## config.mk

```make
export PLATFORM = sky130hd
export DESIGN_NAME = i2c_byte_sequencer
export DESIGN_NICKNAME = d
export VERILOG_FILES = /design/src/rtl/i2c_pkg.sv /design/src/rtl/flex_counter.sv /design/src/rtl/i2c_byte_sequencer.sv
export SDC_FILE = /design/constraint.sdc
export NUM_CORES = 1
export LEC_CHECK = 0
export ABC_AREA = 1
export BUFFER_PORTS_ARGS = -buffer_cell sky130_fd_sc_hd__clkbuf_2
export CORE_MARGIN = 5
export CORE_UTILIZATION = 51
export CTS_CLUSTER_DIAMETER = 50
export DETAILED_ROUTE_END_ITERATION = 8
export PLACE_DENSITY = 0.74
export SYNTH_ARGS = -nofsm -noshare
export SYNTH_HDL_FRONTEND = slang
export SYNTH_SLANG_ARGS = --single-unit
```

## constraint.sdc

```tcl
create_clock -name clk -period 1.91 [get_ports clk]
set_clock_uncertainty 0.05 [all_clocks]
set_input_delay 0.2865 -clock clk [delete_from_list [all_inputs] [get_ports clk]]
set_output_delay 0.2865 -clock clk [all_outputs]
set_load 0.1 [all_outputs]
```

## src/rtl/i2c_pkg.sv

```systemverilog
// Shared types and defaults for the I2C slave front end.
package i2c_pkg;

  localparam int I2C_DEFAULT_DATA_BITS = 8;

  typedef enum logic [2:0] {
    IDLE      = 3'd0,
    DATA      = 3'd1,
    ACK_PREP  = 3'd2,
    ACK_CHECK = 3'd3,
    ACK_DONE  = 3'd4,
    HALT      = 3'd5
  } seq_state_t;

endpackage

```

## src/rtl/flex_counter.sv

```systemverilog
// Up-counter with synchronous clear (priority over enable) and async active-low reset.
module flex_counter #(
  parameter int NUM_CNT_BITS = 4
) (
  input  logic                    clk,
  input  logic                    n_rst,
  input  logic                    clear_i,
  input  logic                    count_enable_i,
  output logic [NUM_CNT_BITS-1:0] count_o
);

  logic [NUM_CNT_BITS-1:0] count_q, count_d;

  // NOTE: default assignment first so every path drives count_d; no latch is inferred.
  always_comb begin
    count_d = count_q;
    if (clear_i) begin
      count_d = '0;
    end else if (count_enable_i) begin
      count_d = count_q + 1'b1;
    end
  end

  // NOTE: state registers use non-blocking assignments and reset asynchronously.
  always_ff @(posedge clk or negedge n_rst) begin
    if (!n_rst) begin
      count_q <= '0;
    end else begin
      count_q <= count_d;
    end
  end

  assign count_o = count_q;

endmodule

```

## src/rtl/i2c_byte_sequencer.sv

```systemverilog
// Byte/ACK phase sequencer for the I2C slave: counts SCL edges per word, frames the
// ACK slot, counts bytes per transaction and halts on a master NACK in transmit mode.
module i2c_byte_sequencer
  import i2c_pkg::*;
#(
  parameter int DATA_BITS  = I2C_DEFAULT_DATA_BITS,
  parameter int BYTE_CNT_W = 5
) (
  input  logic                  clk,
  input  logic                  n_rst,
  input  logic                  rising_edge_found,
  input  logic                  falling_edge_found,
  input  logic                  start_found,
  input  logic                  stop_found,
  input  logic                  mode_tx,
  input  logic                  sda_sync,
  output logic                  shift_strobe,
  output logic                  byte_received,
  output logic                  ack_prep,
  output logic                  check_ack,
  output logic                  ack_done,
  output logic                  nack_seen,
  output logic [BYTE_CNT_W-1:0] byte_count,
  output logic                  busy
);

  localparam int                CNT_W    = $clog2(DATA_BITS + 1);
  localparam logic [CNT_W-1:0]  LAST_BIT = CNT_W'(DATA_BITS - 1);

  seq_state_t            state_q, state_d;
  logic [CNT_W-1:0]      bit_cnt;
  logic [BYTE_CNT_W-1:0] byte_count_q, byte_count_d;
  logic                  nack_q, nack_d;
  logic                  first_q, first_d;
  logic                  fall_only;
  logic                  rise_in_data;
  logic                  enter_prep;

  // A rising edge in the same cycle swallows the falling edge.
  assign fall_only    = falling_edge_found & ~rising_edge_found;
  assign rise_in_data = (state_q == DATA) & rising_edge_found;
  assign enter_prep   = (state_d == ACK_PREP) & (state_q != ACK_PREP);

  flex_counter #(
    .NUM_CNT_BITS (CNT_W)
  ) u_bit_cnt (
    .clk            (clk),
    .n_rst          (n_rst),
    .clear_i        (start_found | enter_prep),
    .count_enable_i (rise_in_data),
    .count_o        (bit_cnt)
  );

  always_comb begin
    state_d = state_q;
    if (stop_found) begin
      state_d = IDLE;
    end else if (start_found) begin
      state_d = DATA;
    end else begin
      case (state_q)
        DATA:      if (rising_edge_found && bit_cnt == LAST_BIT) state_d = ACK_PREP;
        ACK_PREP:  if (rising_edge_found) state_d = ACK_CHECK;
        ACK_CHECK: if (fall_only) state_d = ACK_DONE;
        ACK_DONE:  state_d = (mode_tx && nack_q) ? HALT : DATA;
        default:   state_d = state_q;
      endcase
    end
  end

  always_comb begin
    byte_count_d = byte_count_q;
    nack_d       = nack_q;
    first_d      = enter_prep;
    if (!stop_found && start_found) begin
      byte_count_d = '0;
    end else if (state_q == ACK_DONE && byte_count_q != '1) begin
      byte_count_d = byte_count_q + 1'b1;
    end
    if (!stop_found && !start_found && state_q == ACK_PREP && rising_edge_found) begin
      nack_d = sda_sync;
    end
  end

  always_ff @(posedge clk or negedge n_rst) begin
    if (!n_rst) begin
      state_q      <= IDLE;
      byte_count_q <= '0;
      nack_q       <= 1'b0;
      first_q      <= 1'b0;
    end else begin
      state_q      <= state_d;
      byte_count_q <= byte_count_d;
      nack_q       <= nack_d;
      first_q      <= first_d;
    end
  end

  always_comb begin
    shift_strobe  = rise_in_data;
    byte_received = (state_q == ACK_PREP) & first_q;
    ack_prep      = (state_q == ACK_PREP) & fall_only;
    check_ack     = (state_q == ACK_CHECK);
    ack_done      = (state_q == ACK_DONE);
    nack_seen     = (state_q == ACK_DONE) & mode_tx & nack_q;
    busy          = (state_q != IDLE);
  end

  assign byte_count = byte_count_q;

endmodule
```

==> results.sh <==
export IMPL_cp_arrival_ps=1500
export IMPL_drc=0
export IMPL_seq_area_um2=352.8
export IMPL_fmax_mhz=545.3
export IMPL_hold_ws_ps=170.3
export IMPL_irDropWorstVdd_mv=0.4300
export IMPL_drv_slew=0
export IMPL_dr_pass1_iters=4
export IMPL_grt_overflow_total=0
export IMPL_rsz0062_at_grt="no"
export IMPL_clock_sinks=14
export IMPL_synth_area_per_cell_um2=7.642
export IMPL_pwr_density_cell_mw_per_mm2=684.1
export IMPL_fp_dieArea_mm2=0.002579
export IMPL_multiInputGateArea_um2=417.9
export IMPL_grtUsageTotal_pct=14.43
export IMPL_worstMarginPinSlew_ps=547.1
export IMPL_cts_buffers=3
export IMPL_dp_cells=146
export IMPL_initial_utilization_pct=55.03
export IMPL_fillerInstances=114
export IMPL_vias_per_cell=5.152
export IMPL_finalWirelength_um=1714
export IMPL_num_vias=778
export IMPL_yosys_warnings=0
export IMPL_relSlewSlack_pct=63.68
export IMPL_postPlaceCellArea_mm2=0.001026
export IMPL_wl_per_cell_um=11.35
export IMPL_required_ps=1570
export IMPL_min_period_ps=1834
export IMPL_postCtsSetupRepairBufs=0
export IMPL_yosys_area_top_type="dfrtp_1"
export IMPL_grt_pass1_vias=722
export IMPL_worstSetupPathType="reg -> out"
export IMPL_start_kind="flip-flop"
export IMPL_dp_hpwl_um=1348
export IMPL_setup_viol=0
export IMPL_grt_max_degree=15
export IMPL_cap_violations=0
export IMPL_most_common_layout_cells="22 x inv_1, 18 x nor2_1, 15 x nand2_1, 13 x clkbuf_2, 12 x dfrtp_1"
export IMPL_synthTopCellsByArea="dfrtp_1 41%, inv_1 9.7%, nor2_1 8.0%, nand2_1 6.6%, ha_1 4.4%"
export IMPL_final_common_cell="inv_1"
export IMPL_gp_congestion=0.8438
export IMPL_io_buffers=19
export IMPL_clock_latency_ps=280
export IMPL_antenna_cells=0
export IMPL_die_h_um=50.79
export IMPL_yosysSeqAreaShare_pct=41.30
export IMPL_synth_cell_types=20
export IMPL_htree_levels=1
export IMPL_clockRootBuffer="clkbuf_4"
export IMPL_hold_viol_final=0
export IMPL_period_share_pct=96.01
export IMPL_outcome="finished clean"
export IMPL_grt_pass1_wl_um=2911
export IMPL_hold_class="in -> reg"
export IMPL_num_io_pins=20
export IMPL_cp_max_fo=4
export IMPL_core_mm2=0.001541
export IMPL_ctsLongestPathBuffers=2
export IMPL_drtAntennaViolNets=0
export IMPL_power_uw=733.5
export IMPL_cts_tree="built"
export IMPL_endpoint_kind="primary output"
export IMPL_synth_top_cell_area_share_pct=41.30
export IMPL_ys_seq_elements=14
export IMPL_synthCells=111
export IMPL_p_leak_nw=0.5928
export IMPL_fin_cells=151
export IMPL_syn_num_nets=122
export IMPL_synthToLayoutAreaGrowth_pct=26.40
export IMPL_die_w_um=50.79
export IMPL_drive_gt1_share_pct=29.63
export IMPL_fin_nets=147
export IMPL_final_area_mm2=0.001072
export IMPL_antenna_found_initial=0
export IMPL_syn_cell_area_um2=848.3
export IMPL_path_clk_slew_ps=90
export IMPL_core_rowCount=14
export IMPL_drt_iter0_markers=11
## through the flow
step                utilization, %  setup TNS, ps  setup WS [ps]
detailed placement           66.56              0          291.7
global route                 69.56              0          11.95
global placement             66.56              0          334.0
finish                       69.56              0          76.18
floorplan                        -         -786.0         -393.0
CTS                          69.56              0          49.19
## worst paths after layout
path | startpoint | endpoint | cells after the start | slack [ps]
max | state_q[2] | check_ack | 4 | 80
min | sda_sync | nack_q | 2 | 170
max reg2reg | byte_count[0] | byte_count[3] | 8 | 250
min reg2reg | nack_q | nack_q | 1 | 460
max in group asynchronous | n_rst | byte_count[1] | 2 | 1150
min in group asynchronous | n_rst | state_q[2] | 2 | 380
## power breakdown
part / switching, mW / internal [mW]
Sequential: 0.0155 / 0.312
Clock: 0.0942 / 0.116
Combinational: 0.147 / 0.0495
## critical path, cell delays in order (launching register included)
cell,delay (ps)
dfrtp_1,440
inv_2,110
nand3_1,140
inv_1,80
clkbuf_2,450
## cell type report
class	instances	share of cell area, %
well taps	16	1.867
clock buffers	4	3.384
repair buffers	20	14.47
inverters	24	8.401
flip-flops and latches	14	32.91
multi-input cells	73	38.97
## synth_stat cells, drive strengths merged
master  count
nand2      17
ha          3
nand3b      1
mux2        2
xnor2       2
nand3      10
nor2       24
nor3        2
inv        24
o21ai       4
nand4       2
dfrtp      14
a21oi       5
xor2        1
## cell families after synthesis
family / share of synthesized area [%]
compound gates: 5.751
xor+xnor: 3.098
fa+ha+maj: 4.425
buf+inv: 10.62
flops: 41.30
mux: 2.655
simple gates: 32.15
## flip-flops by register name, indices dropped and copies added, names as in the netlist
| signal | count |
|---|---|
| u_bit_cnt.count_o | 4 |
| first_q | 1 |
| byte_count | 5 |
| nack_q | 1 |
| state_q | 3 |
## timing repair
action / 4_1_cts / 5_1_grt
resized for setup: 0 / 1
endpoints found under the hold margin: 14 / 0
hold buffers: 1 / 0
endpoints found under the setup margin: 0 / 1
## per-layer routing
metal  global-route usage [%]  wire length (um)  up-vias
met1                    16.18               701      348
li1                         -                 -      395
met3                    4.438               129        5
met5                        0                 0        -
met4                    5.106                27        0
met2                    25.41               855       30
Note: power is estimated with default switching activity, not from simulation.
